$ cat src/rtl/npu_tile_scheduler.sv
// Tile job scheduler: queues (tile_i, tile_j, op) jobs and issues them one at a
// time to the tile processor with a start pulse, done wait and timeout guard.
module npu_tile_scheduler #(
    parameter int DEPTH   = 4,
    parameter int TIMEOUT = 1024,
    localparam int CW     = $clog2(DEPTH + 1)
) (
    input  logic          clk,
    input  logic          rst_n,
    input  logic          job_valid,
    output logic          job_ready,
    input  logic [2:0]    job_tile_i,
    input  logic [2:0]    job_tile_j,
    input  logic [2:0]    job_op,
    input  logic          abort,
    output logic          tp_start,
    output logic [2:0]    tp_tile_i,
    output logic [2:0]    tp_tile_j,
    output logic [2:0]    tp_op_code,
    input  logic          tp_done,
    output logic          busy,
    output logic [CW-1:0] jobs_pending,
    output logic [15:0]   jobs_completed,
    output logic          irq_done,
    output logic          err_timeout,
    input  logic          err_clear
);

    localparam int PW = $clog2(DEPTH);
    localparam int TW = $clog2(TIMEOUT);
    localparam logic [TW-1:0] TIMER_LAST = TW'(TIMEOUT - 1);
    localparam logic [CW-1:0] COUNT_FULL = CW'(DEPTH);

    typedef enum logic [1:0] {
        IDLE,
        ISSUE,
        WAIT,
        DRAIN
    } state_e;

    state_e state_q, state_d;

    logic [8:0]    mem_q [DEPTH];
    logic [PW-1:0] wr_ptr_q, wr_ptr_d;
    logic [PW-1:0] rd_ptr_q, rd_ptr_d;
    logic [CW-1:0] count_q, count_d;
    logic [TW-1:0] timer_q, timer_d;
    logic [2:0]    tile_i_q, tile_j_q, op_q;
    logic [15:0]   completed_q;
    logic          irq_q;
    logic          err_q, err_d;

    logic fifo_empty, fifo_full, expired;
    logic push, pop, complete, timeout_hit;

    assign fifo_empty = (count_q == '0);
    assign fifo_full  = (count_q == COUNT_FULL);
    assign expired    = (timer_q == TIMER_LAST);

    // Abort blocks both FIFO ports so a same-cycle push is discarded by the flush.
    assign push = job_valid && !fifo_full && !abort;
    assign pop  = (state_q == IDLE) && !fifo_empty && !abort;

    always_ff @(posedge clk or negedge rst_n) begin
        if (!rst_n) begin
            state_q <= IDLE;
        end else begin
            state_q <= state_d;
        end
    end

    always_comb begin
        state_d = state_q;
        case (state_q)
            IDLE: begin
                if (pop) begin
                    state_d = ISSUE;
                end
            end
            ISSUE: begin
                state_d = abort ? DRAIN : WAIT;
            end
            WAIT: begin
                if (abort) begin
                    state_d = DRAIN;
                end else if (tp_done || expired) begin
                    state_d = IDLE;
                end
            end
            DRAIN: begin
                if (!abort && (tp_done || expired)) begin
                    state_d = IDLE;
                end
            end
            default: state_d = IDLE;
        endcase
    end

    // Done has priority over expiry, so a completion in the last timer cycle counts.
    always_comb begin
        tp_start    = 1'b0;
        complete    = 1'b0;
        timeout_hit = 1'b0;
        timer_d     = timer_q;
        case (state_q)
            ISSUE: begin
                tp_start = 1'b1;
                timer_d  = '0;
            end
            WAIT: begin
                timer_d     = timer_q + 1'b1;
                complete    = !abort && tp_done;
                timeout_hit = !abort && !tp_done && expired;
            end
            DRAIN: begin
                timer_d = timer_q + 1'b1;
            end
            default: ;
        endcase
    end

    always_comb begin
        wr_ptr_d = wr_ptr_q;
        rd_ptr_d = rd_ptr_q;
        count_d  = count_q;
        if (abort) begin
            wr_ptr_d = '0;
            rd_ptr_d = '0;
            count_d  = '0;
        end else begin
            if (push) begin
                wr_ptr_d = wr_ptr_q + 1'b1;
            end
            if (pop) begin
                rd_ptr_d = rd_ptr_q + 1'b1;
            end
            case ({push, pop})
                2'b10:   count_d = count_q + 1'b1;
                2'b01:   count_d = count_q - 1'b1;
                default: count_d = count_q;
            endcase
        end
    end

    always_comb begin
        err_d = err_q;
        if (err_clear) begin
            err_d = 1'b0;
        end else if (timeout_hit) begin
            err_d = 1'b1;
        end
    end

    always_ff @(posedge clk) begin
        if (push) begin
            mem_q[wr_ptr_q] <= {job_tile_i, job_tile_j, job_op};
        end
    end

    always_ff @(posedge clk or negedge rst_n) begin
        if (!rst_n) begin
            wr_ptr_q    <= '0;
            rd_ptr_q    <= '0;
            count_q     <= '0;
            timer_q     <= '0;
            tile_i_q    <= '0;
            tile_j_q    <= '0;
            op_q        <= '0;
            completed_q <= '0;
            irq_q       <= 1'b0;
            err_q       <= 1'b0;
        end else begin
            wr_ptr_q <= wr_ptr_d;
            rd_ptr_q <= rd_ptr_d;
            count_q  <= count_d;
            timer_q  <= timer_d;
            err_q    <= err_d;
            irq_q    <= complete;
            if (complete) begin
                completed_q <= completed_q + 16'd1;
            end
            if (pop) begin
                {tile_i_q, tile_j_q, op_q} <= mem_q[rd_ptr_q];
            end
        end
    end

    assign job_ready      = !fifo_full;
    assign jobs_pending   = count_q;
    assign busy           = (state_q != IDLE) || !fifo_empty;
    assign tp_tile_i      = tile_i_q;
    assign tp_tile_j      = tile_j_q;
    assign tp_op_code     = op_q;
    assign jobs_completed = completed_q;
    assign irq_done       = irq_q;
    assign err_timeout    = err_q;

endmodule

$ cat config.mk
export PLATFORM = sky130hd
export DESIGN_NAME = npu_tile_scheduler
export DESIGN_NICKNAME = d
export VERILOG_FILES = /design/src/rtl/npu_tile_scheduler.sv
export SDC_FILE = /design/constraint.sdc
export NUM_CORES = 1
export LEC_CHECK = 0
export ABC_CLOCK_PERIOD_IN_PS = 3700
export CAP_MARGIN = 30
export CORE_MARGIN = 4
export CORE_UTILIZATION = 58
export CTS_BUF_LIST = sky130_fd_sc_hd__clkbuf_16
export CTS_CLUSTER_SIZE = 20
export DETAILED_ROUTE_END_ITERATION = 6
export HOLD_SLACK_MARGIN = 0.12
export MAX_ROUTING_LAYER = met4
export PLACE_DENSITY = 0.84
export RECOVER_POWER = 50
export SYNTH_ARGS = -nofsm -noshare
export SYNTH_HDL_FRONTEND = slang
export SYNTH_SLANG_ARGS = --single-unit
$ cat constraint.sdc
create_clock -name clk -period 3.7 [get_ports clk]
set_input_delay 0.37 -clock clk [delete_from_list [all_inputs] [get_ports clk]]
set_output_delay 0.37 -clock clk [all_outputs]
set_load 0.005 [all_outputs]
==> impl_metrics.yaml <==
floorplan:
  start_util_pct: 61.44
  fp.dieH_um: 85.54
  coreArea_um2: 5675
  rows: 27
  ios: 48
  dieArea_um2: 7317
  die_w_um: 85.54
global_routing:
  grt_pass1_wl_um: 10800
  grt_pass1_vias: 2207
  grtUsageTotal_pct: 20.15
  antenna_found_initial: 0
  grt_overflow_total: 0
  grt_max_degree: 28
detailed_routing:
  routed_wl_um: 6368
  ant_nets: 0
  vias: 2118
  via_per_inst: 5.867
  drtPass1Iterations: 4
  drc_errors: 0
  drt_iter0_drc: 132
  wl_per_cell_um: 17.64
logic_synthesis:
  synth_seq_area_share_pct: 64.01
  synth-async-reset-ratio_pct: 56.10
  netlist_area_um2: 3487
  synth_top_family_by_area: "simple AND/OR/NAND/NOR gates"
  yosys_warnings: 0
  synth-main-ff-cell: "dfrtp_1"
  synth_simple_gate_area_share_pct: 10.41
  ys_top_cells_by_count: "dfrtp_1, edfxtp_1, xnor2_1, mux2_2, nand2_1"
  synth_area_per_cell_um2: 14.97
  synth.area.top_cells: "dfrtp_1, edfxtp_1, mux4_2"
  synth_edf_count: 36
  synth-seq-cells: 82
  synth-compound-area-share_pct: 5.095
  synth_top_cell_by_area: "dfrtp_1"
  synth_cell_type_count: 44
  synth_top_area_share_pct: 33.01
  yosysMostFrequentCell: "dfrtp_1"
  synthMuxAreaShare_pct: 9.975
  syn_inst: 233
  synth_adder_area_share_pct: 2.727
  synth_xor_area_share_pct: 5.777
  syn_nets: 255
finish:
  final_cells: 361
  area_delta_synth_final_pct: 23.50
  fillers: 344
  nets: 306
  n_antenna_cell: 0
  drive_gt1_share_pct: 14.19
worst_setup_path:
  cp_max_fo: 27
  worst_setup_path_end_kind: "async pin"
  start_kind: "input pin"
  path_class: "input pin to async pin"
  worstPathRequired_ns: 3.87
  worstPathArrival_ns: 2.88
  r2r_slack_ns: 1.07
clock_tree:
  clk_latency_ns: 0.33
  cts_root_buffer: "clkbuf_16"
  cts_buffer_depth: 2
  clock-sinks: 82
  numCtsBuffers: 9
  cts_tree: "yes"
  clk_pin_slew_ns: 0.06
  cts_resized: 0
  htreeDepth: 3
timing:
  skew_ns: 0.007318
  fin_tns_setup_ns: 0
  whs_ns: 0.4699
  period_needed_ns: 2.702
  rsz0062_at_grt: "false"
  slew_headroom_pct: 1.164
  fmax_mhz: 370.2
  drv_slew: 0
  worst_pin_slew_ns: 1.483
  setup_viol: 0
  hold_viol: 0
  period_share_pct: 73.01
power:
  power_density_nw_per_um2: 577.6
  leakage_nw: 1.683
  vdd_drop_max_mv: 0.3210
  power_mw: 2.488
job:
  cap_violations: 0
placement:
  dp.cells: 344
  place.gp.congestion: 0.8101
  hpwl_um: 4129
  io_buffers: 47
run_status:
  outcome: "completed"
hold_path:
  hp-class: "flip-flop to flip-flop"
power by group:
part / total [mW] / switching, mW / internal, mW
sequential: 1.18 / 0.107 / 1.07
combinational: 0.417 / 0.157 / 0.260
clock: 0.894 / 0.336 / 0.558
repair_timing:
| item | in CTS | in global routing |
|---|---|---|
| setup endpoints to repair | 0 | 0 |
| hold buffers | 1 | 0 |
| setup buffers | 0 | 0 |
| hold endpoints to repair | 19 | 0 |
worst paths after layout:
kind | startpoint | end | cells past startpoint
max | rst_n | timer_q[6] | 3
min | jobs_completed[15] | jobs_completed[15] | 1
max reg2reg | state_q[1] | jobs_pending[2] | 8
min reg2reg | jobs_completed[15] | jobs_completed[15] | 1
max in group clk | state_q[1] | jobs_pending[2] | 8
min in group asynchronous | rst_n | tp_op_code[2] | 2
metal layers:
layer | share of wire, % | up-vias | track usage, %
met2 | 50 | 67 | 32.77
li1 | - | 965 | -
met1 | 43 | 1075 | 24.34
met5 | 0 | - | -
met3 | 5.1 | 11 | 4.323
met4 | 2.0 | 0 | 8.921
state kept, by name, indices dropped and copies added (netlist names):
name            flops
rd_ptr_q            2
mem_q              36
tp_op_code          3
irq_done            1
timer_q            10
jobs_completed     16
wr_ptr_q            2
err_timeout         1
tp_tile_i           3
state_q             2
jobs_pending        3
tp_tile_j           3
worst max-delay path, stage by stage:
cell	delay, ns
dlygate4sd3_1	0.52
clkbuf_1	0.81
clkbuf_1	1.15
logic make-up after synthesis:
| group | count (synthesis) |
|---|---|
| multiplexers | 22 |
| AND/OR/NAND/NOR | 63 |
| flip-flops | 82 |
| buffers and inverters | 15 |
| XOR/XNOR | 23 |
| AO/OA/AOI/OAI | 21 |
| adder cells (fa/ha/maj) | 7 |
cell type report:
class | count | area, µm² | area share, %
clock buffers | 10 | 250.2 | 5.811
inverters | 5 | 18.77 | 0.4358
flip-flops and latches | 82 | 2232 | 51.83
well taps | 72 | 90.09 | 2.092
repair buffers | 50 | 481.7 | 11.19
clock inverters | 6 | 56.30 | 1.307
multi-input cells | 136 | 1177 | 27.34
through the flow:
| stage | utilization [%] | setup slack, ns | instance area, µm² |
|---|---|---|---|
| after global placement | 70.46 | 0.9614 | 3999 |
| after detailed placement | 70.81 | 0.8411 | 4019 |
| after floorplan | - | 1.547 | 3487 |
| after CTS | 76.39 | 1.055 | 4335 |
| final | 75.88 | 0.9984 | 4307 |
| after global routing | 75.88 | 0.5465 | 4307 |
cells in the final DEF (no fill, tap or decap), drive strengths merged, types with 2 or more instances in the layout:
cell	instances
dfrtp	46
edfxtp	36
clkdlybuf4s50	33
xnor2	18
dlygate4sd3	14
nand2	13
clkbuf	13
mux2	12
nand3	11
nor2	10
mux4	9
inv	7
ha	6
and2	5
nand4	5
xor2	5
a22o	5
and3	4
nor3	4
and4	3
o21ai	3
o211ai	3
clkinv	3
a21oi	2
o31ai	2
or2	2
nor3b	2
Power figures use the tool's default switching activity.
